<file path="config.mk">
export PLATFORM = sky130hd
export DESIGN_NAME = systolic_psum_drain
export DESIGN_NICKNAME = d
export VERILOG_FILES = /design/src/rtl/systolic_psum_drain.sv
export SDC_FILE = /design/constraint.sdc
export NUM_CORES = 2
export LEC_CHECK = 0
export ABC_AREA = 1
export BUFFER_PORTS_ARGS = -buffer_cell sky130_fd_sc_hd__buf_2
export CORE_AREA = 2 2 439 441
export DETAILED_ROUTE_END_ITERATION = 10
export DIE_AREA = 0 0 441 443
export PLACE_DENSITY_LB_ADDON = 0.1
export SLEW_MARGIN = 10
export SYNTH_ARGS = -nofsm -noshare
export SYNTH_HDL_FRONTEND = slang
export SYNTH_SLANG_ARGS = --single-unit
</file>
<file path="constraint.sdc">
create_clock -name clk -period 4.9 [get_ports clk]
set_input_delay 0.98 -clock clk [delete_from_list [all_inputs] [get_ports clk]]
set_output_delay 0.98 -clock clk [all_outputs]
set_load 0.02 [all_outputs]
</file>
<file path="src/rtl/systolic_psum_drain.sv">
// Systolic array bottom-edge sink: de-skews column psums, accumulates N beats per column, queues finished rows.
// Latency: NCOL cycles from the last column-0 beat of a group to out_vld, when a FIFO row is free.
// Backpressure: in_rdy drops between groups once DEPTH rows are claimed; out_vld/out_dat hold while out_rdy=0.
module systolic_psum_drain #(
    parameter int NCOL    = 4,
    parameter int TN      = 2,
    parameter int PSUM_DW = 20,
    parameter int ACC_DW  = 32,
    parameter int DEPTH   = 2
) (
    input  logic                          clk,
    input  logic                          rst_n,
    input  logic                          clr,
    input  logic [15:0]                   cfg_num_acc,
    input  logic                          in_vld,
    output logic                          in_rdy,
    input  logic [NCOL*TN*PSUM_DW-1:0]    col_psum,
    output logic                          out_vld,
    input  logic                          out_rdy,
    output logic [NCOL*TN*ACC_DW-1:0]     out_dat,
    output logic                          busy,
    output logic                          err_ovf
);

    localparam int LN = NCOL * TN;
    localparam int PW = (DEPTH > 1) ? $clog2(DEPTH) : 1;
    localparam int CW = $clog2(DEPTH + 1);

    logic              take;
    logic              pop;
    logic              commit;
    logic              claim_inc;
    logic              mid_group;
    logic [NCOL-1:0]   vld_sr;
    logic [NCOL-1:0]   last;
    logic [NCOL-2:0]   vld_d;
    logic [15:0]       n_cfg;
    logic [15:0]       cnt  [NCOL];
    logic [PW-1:0]     wptr [NCOL];
    logic [PW-1:0]     rptr;
    logic [CW-1:0]     count;
    logic [CW-1:0]     claimed;
    logic [ACC_DW-1:0] psx  [LN];
    logic [ACC_DW-1:0] sum  [LN];
    logic [ACC_DW-1:0] acc  [LN];
    logic [ACC_DW-1:0] fifo [DEPTH][LN];

    // A group may always finish once started; a new group needs an unclaimed FIFO row.
    assign in_rdy    = (cnt[0] != 16'd0) | (claimed < CW'(DEPTH));
    assign take      = in_vld & in_rdy;
    assign pop       = out_vld & out_rdy;
    assign out_vld   = (count != '0);
    assign vld_sr    = {vld_d, take};
    assign commit    = last[NCOL-1];
    assign claim_inc = take & (cnt[0] == 16'd0);
    // Beats in flight count as busy so the group length cannot change under a wavefront.
    assign busy      = (|vld_sr) | mid_group | out_vld;

    // Per-lane sign extension and running sum; last beat of a group flagged per column.
    always_comb begin
        mid_group = 1'b0;
        last      = '0;
        for (int c = 0; c < NCOL; c++) begin
            mid_group = mid_group | (cnt[c] != 16'd0);
            last[c]   = vld_sr[c] & (cnt[c] == n_cfg - 16'd1);
            for (int t = 0; t < TN; t++) begin
                psx[c*TN+t] = ACC_DW'($signed(col_psum[(c*TN+t)*PSUM_DW +: PSUM_DW]));
                sum[c*TN+t] = (cnt[c] == 16'd0) ? psx[c*TN+t] : acc[c*TN+t] + psx[c*TN+t];
            end
        end
    end

    // Head row straight from storage, so a pop exposes the next row without a bubble.
    always_comb begin
        out_dat = '0;
        for (int l = 0; l < LN; l++) begin
            out_dat[l*ACC_DW +: ACC_DW] = fifo[rptr][l];
        end
    end

    // Skew chain, config latch, per-column beat counters, FIFO pointers, claim and error tracking.
    always_ff @(posedge clk or negedge rst_n) begin
        if (!rst_n) begin
            vld_d   <= '0;
            n_cfg   <= 16'd1;
            rptr    <= '0;
            count   <= '0;
            claimed <= '0;
            err_ovf <= 1'b0;
            for (int c = 0; c < NCOL; c++) begin
                cnt[c]  <= '0;
                wptr[c] <= '0;
            end
        end else if (clr) begin
            vld_d   <= '0;
            n_cfg   <= 16'd1;
            rptr    <= '0;
            count   <= '0;
            claimed <= '0;
            err_ovf <= 1'b0;
            for (int c = 0; c < NCOL; c++) begin
                cnt[c]  <= '0;
                wptr[c] <= '0;
            end
        end else begin
            vld_d <= vld_sr[NCOL-2:0];
            if (!busy) begin
                n_cfg <= (cfg_num_acc == 16'd0) ? 16'd1 : cfg_num_acc;
            end
            for (int c = 0; c < NCOL; c++) begin
                if (vld_sr[c]) begin
                    if (last[c]) begin
                        cnt[c]  <= '0;
                        wptr[c] <= (wptr[c] == PW'(DEPTH - 1)) ? '0 : wptr[c] + 1'b1;
                    end else begin
                        cnt[c] <= cnt[c] + 16'd1;
                    end
                end
            end
            if (pop) begin
                rptr <= (rptr == PW'(DEPTH - 1)) ? '0 : rptr + 1'b1;
            end
            if (commit & ~pop) begin
                count <= count + 1'b1;
            end else if (pop & ~commit) begin
                count <= count - 1'b1;
            end
            claimed <= claimed + CW'(claim_inc) - CW'(pop);
            if (in_vld & ~in_rdy) begin
                err_ovf <= 1'b1;
            end
        end
    end

    // Accumulator lanes and FIFO row storage; each column writes its own slice of the row.
    always_ff @(posedge clk or negedge rst_n) begin
        if (!rst_n) begin
            for (int l = 0; l < LN; l++) begin
                acc[l] <= '0;
                for (int d = 0; d < DEPTH; d++) fifo[d][l] <= '0;
            end
        end else if (clr) begin
            for (int l = 0; l < LN; l++) begin
                acc[l] <= '0;
                for (int d = 0; d < DEPTH; d++) fifo[d][l] <= '0;
            end
        end else begin
            for (int c = 0; c < NCOL; c++) begin
                for (int t = 0; t < TN; t++) begin
                    if (vld_sr[c]) acc[c*TN+t] <= sum[c*TN+t];
                    if (last[c])   fifo[wptr[c]][c*TN+t] <= sum[c*TN+t];
                end
            end
        end
    end

endmodule

</file>
== Word level (Yosys, flattened, before mapping) ==
Cells that the tools add are included.

* Register bits: 861
* Latch bits: 0
* RAM bits: 0
* Bits in read-only memories: 0
* Input port bits: 181
* Output and inout port bits: 260
* Logic and storage cells: 224
* Memories kept: 0

* Add/subtract/negate cells: 22
* Multipliers: 0
* Div/mod/pow operators: 0
* Magnitude comparators: 10
* Equality and inequality tests: 5
* Shift operators: 0
* Muxes and demuxes: 95
* Bitwise operators: 24
* Reductions and logical operators: 30

{| class="wikitable"
|+ Operator list
! operator !! number
|-
| 512-bit 2-to-1 mux || 16
|-
| 512-bit bitwise mux || 8
|-
| 256-bit demux with 1-bit select || 8
|-
| 256-bit 2-to-1 mux || 5
|-
| 32-bit 2-to-1 mux || 17
|-
| 32-bit adder || 8
|-
| 224-bit 2-to-1 mux || 1
|-
| 192-bit 2-to-1 mux || 1
|-
| 16-bit 2-to-1 mux || 11
|-
| 160-bit 2-to-1 mux || 1
|-
| 128-bit 2-to-1 mux || 1
|-
| 64-bit 2-to-1 mux || 2
|-
| 96-bit 2-to-1 mux || 1
|-
| 16-bit zero test || 5
|-
| 16-bit by 1-bit adder with 16-bit output (second input constant) || 4
|-
| 16-bit equality test || 4
|-
| 16-bit nonzero test || 4
|-
| 2-bit nonzero test || 11
|-
| 1-bit 2-to-1 mux || 17
|-
| 16-bit by 1-bit subtractor with 16-bit output (second input constant) || 1
|-
| 1-bit bitwise AND || 10
|-
| 2-bit greater-or-equal comparator (second input constant) || 5
|-
| 1-bit NOT with 2-bit output || 5
|-
| 2-bit by 1-bit less-than comparator with 1-bit output (second input constant) || 4
|-
| other kinds (16) || 36
|}

== Logic depth before layout (Yosys ltp) ==
* Word-level depth: 29
* Mapped depth: 19
* Depth with buffers taken out: 18

== Worst setup path before layout ==
OpenSTA, ideal clock, no wires.

* Path kind: in2reg
* From: input col_psum[20]
* To: register fifo[202] in the netlist's numbering
* Setup time: 66 ps
* Arrival time: 2821 ps
* Data required time: 4834 ps
* Slack: 2014 ps
* Stages on the path: 15
* Path buffers: 0
* Cells stage by stage: ha_1 fa_1 nand2_1 nand2_1 o21ai_0 inv_1 a21oi_1 o21ai_0 nand2_1 inv_1 o21ai_0 o21ai_0 inv_1 nand3_1 nand2_1

* Cells in the longest elaborated chain, start to end: 23

{| class="wikitable"
|+ RTL lines
! element !! line !! source
|-
| from (decl) || 17 || <nowiki>input logic [NCOL*TN*PSUM_DW-1:0] col_psum,</nowiki>
|-
| 32-bit adder * || 68 || <nowiki>sum[c*TN+t] = (cnt[c] == 16'd0) ? psx[c*TN+t] : acc[c*TN+t] + psx[c*TN+t];</nowiki>
|-
| 32-bit 2-to-1 mux * || 68 ||
|-
| 512-bit bitwise mux * || 151 || <nowiki>if (last[c]) fifo[wptr[c]][c*TN+t] <= sum[c*TN+t];</nowiki>
|-
| 512-bit 2-to-1 mux * || 151 ||
|-
| 512-bit 2-to-1 mux * || 142 || <nowiki>end else if (clr) begin</nowiki>
|-
| 512-bit bitwise mux || 151 ||
|-
| 512-bit 2-to-1 mux * || 151 ||
|-
| 512-bit 2-to-1 mux * || 142 ||
|-
| [7 not listed] || n/a ||
|-
| 512-bit 2-to-1 mux * || 151 ||
|-
| 512-bit 2-to-1 mux * || 142 ||
|-
| 512-bit bitwise mux || 151 ||
|-
| 512-bit 2-to-1 mux * || 151 ||
|-
| 512-bit 2-to-1 mux * || 142 ||
|-
| 512-bit bitwise mux || 151 ||
|-
| 512-bit 2-to-1 mux * || 151 ||
|-
| 512-bit 2-to-1 mux * || 142 ||
|-
| to (signal, indexed assignment) || 151 ||
|-
| to (decl) || 46 || <nowiki>logic [ACC_DW-1:0] fifo [DEPTH][LN];</nowiki>
|}

Mark *: on every way between the ends. The rest lies on a longest branch, timed or not. The select of a mux whose other input is x is not followed.
A chain may end at the register's enable or synchronous reset.

== Worst setup path after layout ==
* From: register cnt[8] in the netlist's numbering
* To: output busy

* Cells in the longest elaborated chain, start to end: 4

{| class="wikitable"
|+ RTL lines
! element !! line !! source
|-
| from (decl) || 38 || <nowiki>logic [15:0] cnt [NCOL];</nowiki>
|-
| from (signal, indexed assignment) || 116 || <nowiki>cnt[c] <= cnt[c] + 16'd1;</nowiki>
|-
| 16-bit nonzero test || 64 || <nowiki>mid_group = mid_group | (cnt[c] != 16'd0);</nowiki>
|-
| 1-bit OR || 64 ||
|-
| 1-bit OR (2 in a row) || 57 || <nowiki>assign busy = (|vld_sr) | mid_group | out_vld;</nowiki>
|-
| to (decl) || 21 || <nowiki>output logic busy,</nowiki>
|}

Every way passes these cells.

==> impl_metrics.toml <==
[critical_path]
required_ps = 3920
crit_path_top_delay_cell = "dfrtp_1"
critPathArrivalTime_ps = 2990
cp_max_fo = 6
path_cells = "inv_1, nand4_1, nor3_1, nand2_4, nor2_1, nand4_1, buf_2"
path_class = "flip-flop to output pin"
end_kind = "output pin"
path_common_cell = "nand4_1"
start_kind = "flip-flop"
slowest_delay_ps = 460

[final_layout]
layout-drive-gt1-share = 0.0921
syn_to_final_growth_pct = 15.7
final_area_mm2 = 0.0658
instances_no_fill = 11300
nFillCells = 21000
utilization = 0.344
nets = 9156

[floorplanning]
ioPinCount = 441
initial_core_util = 0.297
die_w_um = 441
design.die.area_mm2 = 0.195
rows = 161
dieHeight_um = 443
core_mm2 = 0.191

[cts]
clkLatencyLatePin_ps = 800
cts_made_buffers = 111
cts_hold_buffers = 0
clk_pin_slew_ps = 60
cts_sinks = 861
root_buffer = "clkbuf_16"
clockBufferDepth = 3
cts_max_level = 3
tritoncts = "yes"
cts_resized = 0
post_cts_buffers = 0

[synthesis]
synth_area_leader_cell = "dfrtp_1"
yosys_warnings = 0
async_flop_share = 1.00
synth_cells = 8395
synthDistinctLibCells = 48
synth.area.top_cells = "dfrtp_1 (38%), nand2_1 (22%), nand3_1 (6.5%), ha_1 (5.7%), nor2_1 (4.6%)"
synth-edff-count = 0
syn_nets = 8843
netlist.area_leader.share = 0.379
syn-cell-area_mm2 = 0.0568
avgSynthCellArea_um2 = 6.77
ys.flop_type = "dfrtp_1"
seq_area_frac_synth = 0.379
ys_ff_latch = 861

[timing]
hold_viol_final = 0
finalClockSkew_ps = 63.2
drv_slew = 0
fin_crit_sh = 0.810
tns_ps = 0
slew_headroom = 0.271
worstMarginPinSlew_ps = 1090
fin_crit_ps = 3970
setup_viol = 0
fin_ws_ps = 932
rsz0062_at_grt = "no"
fmax_ghz = 0.252

[flow_run]
cap_violations = 0

[routing]
drt-total-wl_um = 220000
vias = 55700
drt_iter0_markers = 3397
via_per_inst = 4.92
dr.pass1.iters = 5
drt.antenna.violating_nets = 0
drc_errors = 0
drt-wirelength-per-cell_um = 19.4

[placement]
dp_slack_ps = 939
io_buffers = 440
place.gp.congestion = 0.897
placedInstanceArea_mm2 = 0.0618
hpwlAfterDp_um = 157000
dp.cells = 11100

[grt]
grt_use_total = 0.222
grt_max_degree = 131
grt_pass1_vias = 55900
grt_pass1_wl_um = 339000
antenna_found_initial = 17
overflow = 0

[pwr]
pwr_density_cell_mw_per_mm2 = 451
irDropWorstVdd_uv = 272
p_leak_uw = 0.0351

[worst_hold_path]
hold_class = "primary input to async pin"

[status]
status = "finished, final reports clean"
cell type report:
type | instances | area (um2) | area share
Inverter | 545 | 2060 | 0.0313
Timing Repair Buffer | 530 | 3140 | 0.0478
Multi-Input combinational cell | 6659 | 31900 | 0.485
Clock buffer | 156 | 3190 | 0.0485
Antenna cell | 9 | 22.5 | 0.000342
Sequential cell | 861 | 21600 | 0.328
Clock inverter | 52 | 722 | 0.0110
Tap cell | 2526 | 3160 | 0.0481
logic make-up (layout without fill, tap and decap cells):
group | after synthesis | in the layout | synth area share
AND/OR/NAND/NOR | 5169 | 5169 | 0.373
AO/OA/AOI/OAI | 1028 | 1028 | 0.0961
buffers and inverters | 875 | 1283 | 0.0613
flip-flops | 861 | 861 | 0.379
adder cells (fa/ha/maj) | 267 | 267 | 0.0598
XOR/XNOR | 195 | 195 | 0.0303
other | 0 | 9 | 0
report_power, final:
part | total (uW) | leakage, uW | internal, uW | switching [uW]
registers | 8740 | 0.0119 | 8120 | 622
logic | 12200 | 0.0213 | 3380 | 8780
clock network | 8770 | 0.00191 | 5150 | 3620
worst paths after layout:
| check | to | depth (start not counted) | from | slack (ps) |
|---|---|---|---|---|
| max | busy | 7 | cnt[8]$_DFFE_PN0N_ | 930 |
| max reg2reg | fifo[300]$_DFFE_PN0P_ | 15 | n_cfg[0]$_DFFE_PN1P_ | 970 |
| min in group clk | n_cfg[1]$_DFFE_PN0P_ | 3 | cfg_num_acc[1] | 450 |
| min reg2reg | fifo[125]$_DFFE_PN0P_ | 2 | fifo[125]$_DFFE_PN0P_ | 470 |
| min | fifo[145]$_DFFE_PN0P_ | 1 | rst_n | 250 |
| max in group asynchronous | acc[8]$_DFFE_PN0N_ | 3 | rst_n | 3420 |
cells in the mapped netlist (32+ instances only):
cell	count
nand2_1	3375
dfrtp_1	860
nand3_1	740
nor2_1	704
inv_1	534
o21ai_0	520
a21oi_1	357
ha_1	259
clkbuf_1	209
xnor2_1	104
nor3_1	103
xor2_1	90
nand4_1	84
buf_2	77
nand3b_1	59
or2_2	32
per-layer routing:
layer,GRT usage,part of all wire,vias up
met5,0,0.00020,-
met4,0.0592,0.027,8
met3,0.0252,0.034,257
met2,0.373,0.47,1046
met1,0.301,0.47,26700
li1,-,-,27800
registers in the layout, indices dropped and copies added (netlist names):
signal and flops:
n_cfg 16, wptr 4, err_ovf 1, vld_d 3, acc 256, claimed 2
count 2, cnt 64, fifo 512, rptr 1
per-stage QoR:
stage / total power (uW) / hold slack (ps)
CTS: 30200 / 196
global placement: 21100 / 453
finish: 29700 / 247
detailed placement: 21100 / 458
global route: 31800 / 244
floorplan: 16700 / 442
cell usage in the layout (no fill, tap or decap), types with 21 or more instances in the layout:
| master | instances |
|---|---|
| dfrtp_1 | 858 |
| nor3_1 | 103 |
| buf_4 | 71 |
| nor4_1 | 29 |
| o21bai_1 | 27 |
| ha_1 | 259 |
| a21oi_1 | 357 |
| inv_1 | 533 |
| nand3b_1 | 59 |
| nand3_1 | 737 |
| or2_2 | 32 |
| nor2_1 | 692 |
| clkbuf_16 | 111 |
| a21o_1 | 23 |
| clkbuf_1 | 21 |
| nand4_1 | 84 |
| xor2_1 | 90 |
| o21ai_0 | 520 |
| buf_2 | 438 |
| clkbuf_8 | 24 |
| o21a_1 | 22 |
| o22ai_1 | 30 |
| nand2_1 | 3372 |
| xnor2_1 | 104 |
| clkinv_2 | 22 |
worst max-delay path, delay by kind of cell (launching register included):
family / cells / cell delay [ps]
AND/OR/NAND/NOR: 5 / 1220
flip-flops: 1 / 460
buffers and inverters: 2 / 520
Power figures use the tool's default switching activity.
